File: config.mk
export PLATFORM = sky130hd
export DESIGN_NAME = data_mem_param
export DESIGN_NICKNAME = d
export VERILOG_FILES = /design/src/rtl/data_mem_param.sv
export SDC_FILE = /design/constraint.sdc
export NUM_CORES = 2
export LEC_CHECK = 0
export CELL_PAD_IN_SITES_DETAIL_PLACEMENT = 2
export CELL_PAD_IN_SITES_GLOBAL_PLACEMENT = 2
export CORE_MARGIN = 3
export CORE_UTILIZATION = 31
export CTS_CLUSTER_SIZE = 12
export DETAILED_ROUTE_END_ITERATION = 7
export GPL_ROUTABILITY_DRIVEN = 0
export HOLD_SLACK_MARGIN = 0.08
export PLACE_DENSITY_LB_ADDON = 0.1
export SLEW_MARGIN = 25
export SYNTH_ARGS = -nofsm -noshare
export SYNTH_HDL_FRONTEND = slang
export SYNTH_SLANG_ARGS = --single-unit
File: constraint.sdc
create_clock -name CLK -period 3.5 [get_ports CLK]
set_clock_uncertainty 0.2 [all_clocks]
set_input_delay 1.05 -clock CLK [delete_from_list [all_inputs] [get_ports CLK]]
set_output_delay 1.05 -clock CLK [all_outputs]
set_load 0.02 [all_outputs]
File: src/rtl/data_mem_param.sv
// data_mem_param: parameterised single-port data memory with registered read,
// write-first forwarding and out-of-range detection. Define DATA_MEM_CLEAR_EN for the reset-time clear/preload sweep.
module data_mem_param #(
  parameter int DW            = 8,
  parameter int AW            = 8,
  parameter int DEPTH         = 256,
  parameter int PRELOAD_ADDR0 = 16,
  parameter int PRELOAD_VAL0  = 254,
  parameter int PRELOAD_ADDR1 = 244,
  parameter int PRELOAD_VAL1  = 5
) (
  input  logic          CLK,
  input  logic          reset,
  input  logic [AW-1:0] addr,
  input  logic          rd_en,
  input  logic          wr_en,
  input  logic [DW-1:0] wr_data,
  output logic [DW-1:0] rd_data,
  output logic          rd_valid,
  output logic          ready,
  output logic          range_err
);
  localparam int IW = (DEPTH > 1) ? $clog2(DEPTH) : 1;
  localparam int CW = $clog2(DEPTH + 1);
  localparam logic [AW:0] DEPTH_A = (AW+1)'(DEPTH);

  logic [DW-1:0] core [DEPTH];
  logic          in_range;
  logic [IW-1:0] idx;
  logic          sweep_we;
  logic [IW-1:0] sweep_addr;
  logic [DW-1:0] sweep_data;
  logic          mem_we;
  logic [IW-1:0] mem_wa;
  logic [DW-1:0] mem_wd;

  // Extra top bit so DEPTH == 2**AW compares correctly.
  assign in_range = {1'b0, addr} < DEPTH_A;
  assign idx      = addr[IW-1:0];

  function automatic logic [DW-1:0] preload_val(input logic [CW-1:0] a);
    if (int'(a) == PRELOAD_ADDR0) return DW'(PRELOAD_VAL0);
    if (int'(a) == PRELOAD_ADDR1) return DW'(PRELOAD_VAL1);
    return '0;
  endfunction

`ifdef DATA_MEM_CLEAR_EN
  typedef enum logic {CLEAR, READY} state_t;
  localparam logic [CW-1:0] LAST = CW'(DEPTH - 1);

  state_t        state;
  logic [CW-1:0] cnt;

  always_ff @(posedge CLK) begin
    if (reset) begin
      state <= CLEAR;
      cnt   <= '0;
      ready <= 1'b0;
    end else begin
      case (state)
        CLEAR: begin
          cnt <= cnt + CW'(1);
          if (cnt == LAST) begin
            state <= READY;
            ready <= 1'b1;
          end
        end
        default: ;
      endcase
    end
  end

  assign sweep_we   = !reset && (state == CLEAR);
  assign sweep_addr = cnt[IW-1:0];
  assign sweep_data = preload_val(cnt);
`else
  always_ff @(posedge CLK) ready <= !reset;

  assign sweep_we   = 1'b0;
  assign sweep_addr = '0;
  assign sweep_data = preload_val('0);
`endif

  always_comb begin
    mem_we = 1'b0;
    mem_wa = idx;
    mem_wd = wr_data;
    if (sweep_we) begin
      mem_we = 1'b1;
      mem_wa = sweep_addr;
      mem_wd = sweep_data;
    end else if (!reset && ready && wr_en && in_range) begin
      mem_we = 1'b1;
    end
  end

  always_ff @(posedge CLK) begin
    if (mem_we) core[mem_wa] <= mem_wd;
  end

  // Same-edge write wins over the stored word; out-of-range reads return zero.
  always_ff @(posedge CLK) begin
    if (reset) begin
      rd_data   <= '0;
      rd_valid  <= 1'b0;
      range_err <= 1'b0;
    end else begin
      rd_valid <= ready && rd_en;
      if (ready && rd_en)
        rd_data <= !in_range ? '0 : (wr_en ? wr_data : core[idx]);
      if (ready && (rd_en || wr_en) && !in_range)
        range_err <= 1'b1;
    end
  end
endmodule

==> impl_metrics.ini <==
[run_status]
status = completed

[floorplanning]
io_pins = 31
rows = 184
core-area_mm2 = 0.252
die_y_um = 511
die_area_mm2 = 0.261
die_width_um = 511
start_util_pct = 31.3

[critical_path]
path_cells = buf_12 -> buf_6 -> buf_12 -> mux4_2 -> a22oi_1 -> buf_4 -> a21oi_1 -> o41ai_4 -> buf_4 -> and4_1 -> o21ai_1
critPathMaxFanout = 17
arrival_ns = 3.97
critical_path.top_delay_family = compound AO/OA/AOI/OAI gates
max_stage_delay_ns = 0.59
path_class = input port to flip-flop
cp_slowest_cell = o41ai_4
cp.required_ns = 4.03
end_kind = flip-flop
cp.buffers_inverters = 5
start_kind = input port

[cells_and_area]
layout.nets = 4352
fillers = 23800
mostFrequentLayoutCells = 2048 x edfxtp_1, 622 x buf_4, 525 x mux4_2
layout-drive-gt1-share_pct = 36.0
final_common_cell = edfxtp_1
area_delta_synth_final_pct = 22.7
fin_cells = 7877

[pwr]
ir_drop_uv = 488
p_total_w = 0.0532
p_leak_nw = 30.8
power.density_mw_per_mm2 = 550

[logic_synthesis]
ys_seq_area_share_pct = 78.2
synthesis.nets = 3597
synth_top_area_cell = edfxtp_1
yosys_warnings = 0
ys_ff_latch = 2058
syn_area_per_cell_um2 = 22.1
netlist_area_mm2 = 0.0789
synthTopCellsByArea = edfxtp_1 78%, mux4_2 15%, a22oi_1 2.2%
yosysUniqueCellTypes = 38
async_flop_share_pct = 0
synth_top_cell_area_share_pct = 77.9
synth_top_flop_cell = edfxtp_1
syn_inst = 3577
synth-edff-count = 2048

[detailed_routing]
drtPass1Iterations = 7
dr.first_iter.drc_count = 3481
routed_wl_um = 243000
vias = 40000
viasPerCell = 5.08
wl_per_cell_um = 30.9
route.detailed.drc = 0
antenna_left = 0

[run]
max_cap_violations = 0

[placed_design]
place_inst = 7450
dp_slack_ns = -1.36
place_hpwl_um = 161000
numPortBuffers = 29

[sta]
finalHoldViolCount = 0
fin_crit_ns = 3.44
finalSetupViolations = 0
max_freq_ghz = 0.291
setup_tns_ns = 0
slew_viol_final = 0
worstMarginPinSlew_ns = 0.873
whs_ns = 0.376
relSlewSlack_pct = 41.6
worst_slack_ns = 0.0609
fin_crit_sh_pct = 98.3
rsz0062_at_grt = false

[clocking]
worstSkewPairLatency_ns = 0.86
clk_pin_slew_ns = 0.06
clock-sinks = 2058
cts_root_buf = clkbuf_16
cts_tree = yes
clk_path_buf_depth = 3
cts_hold_buffers = 0
cts.htree.levels = 4
cts_buffers = 228

[global_route]
antenna_found_initial = 8
grt_pass1_wl_um = 350000
grt_usage_pct = 18.8
grt_pass1_vias = 44600
grt_max_degree = 81
grt.overflow.total = 0

[worst_hold_path]
worstHoldPathType = input port to flip-flop
cell families after synthesis:
kind of cell | after synthesis | share of synthesized area [%]
other | 1 | 0.00475
DFF | 2058 | 78.2
and+or+nand+nor | 348 | 1.90
muxes | 529 | 15.0
buffers and inverters | 247 | 1.44
AOI/OAI and AO/OA | 394 | 3.43
Yosys cell counts (all sizes together) (8+ instances only):
library cell / instances
nor2: 239
and3: 8
a21oi: 112
o21ai: 9
dfxtp: 10
buf: 109
nand2: 25
mux4: 525
nor3: 25
a22oi: 230
clkbuf: 136
edfxtp: 2048
or3: 13
nand3: 9
o41ai: 28
metal layers:
layer  wire (um)  track usage [%]  part of all wire, %
met1      108000             26.0                   44
met2      121000             31.6                   50
met3        8540             2.34                  3.5
met4        5770             4.90                  2.4
met5           0                0                    0
flip-flops by register name, summed over array words and instances, names as in the netlist:
register and cells:
rd_data 8, rd_valid 1, ready 1, core 2048
power by group:
part	total [W]	switching [W]	internal [W]	leakage (nW)
clock	0.0232	0.00999	0.0132	3.51
sequential	0.0271	0.0000139	0.0271	18.5
combinational	0.00284	0.00169	0.00115	8.81
total	0.0532	0.0117	0.0415	30.8
worst register-to-register path: stages, from the launching register on:
cell      delay, ns
edfxtp_1       0.36
mux4_2         0.49
mux4_2         0.57
a22oi_1        0.21
o32ai_1        0.18
buf_4          0.19
a211oi_2       0.33
buf_4          0.18
a211oi_1       0.06
worst paths after layout:
kind | depth (start not counted) | start | slack [ns] | endpoint
max | 11 | addr[0] | 0.06 | rd_data[0]
min | 1 | wr_data[5] | 0.38 | core[165][5]
max reg2reg | 8 | core[71][4] | 0.61 | rd_data[4]
min reg2reg | 2 | rd_data[4] | 0.47 | rd_data[4]
cell type report:
cell class,instances,area [um2],share of cell area [%]
inverters,2,7.51,0.00776
well taps,3348,4190,4.33
flip-flops and latches,2058,61700,63.7
clock inverters,133,1150,1.19
multi-input cells,1272,16300,16.9
clock buffers,290,6030,6.23
diodes,4,10.0,0.0103
repair buffers,770,7370,7.62
timing repair:
item,in CTS,in global routing
endpoints found under the hold margin,0,0
resized for setup,11,9
cloned,0,0
buffers inserted,0,0
setup endpoints to repair,8,5
pin swaps,0,1
per-stage QoR:
step / util [%] / instance area, um2
6_report: 38.4 / 96800
5_1_grt: 38.4 / 96800
4_1_cts: 38.3 / 96700
3_5_place_dp: 35.4 / 89400
3_3_place_gp: 35.4 / 89400
2_1_floorplan: - / 78900
(Power assumes the default switching activity.)
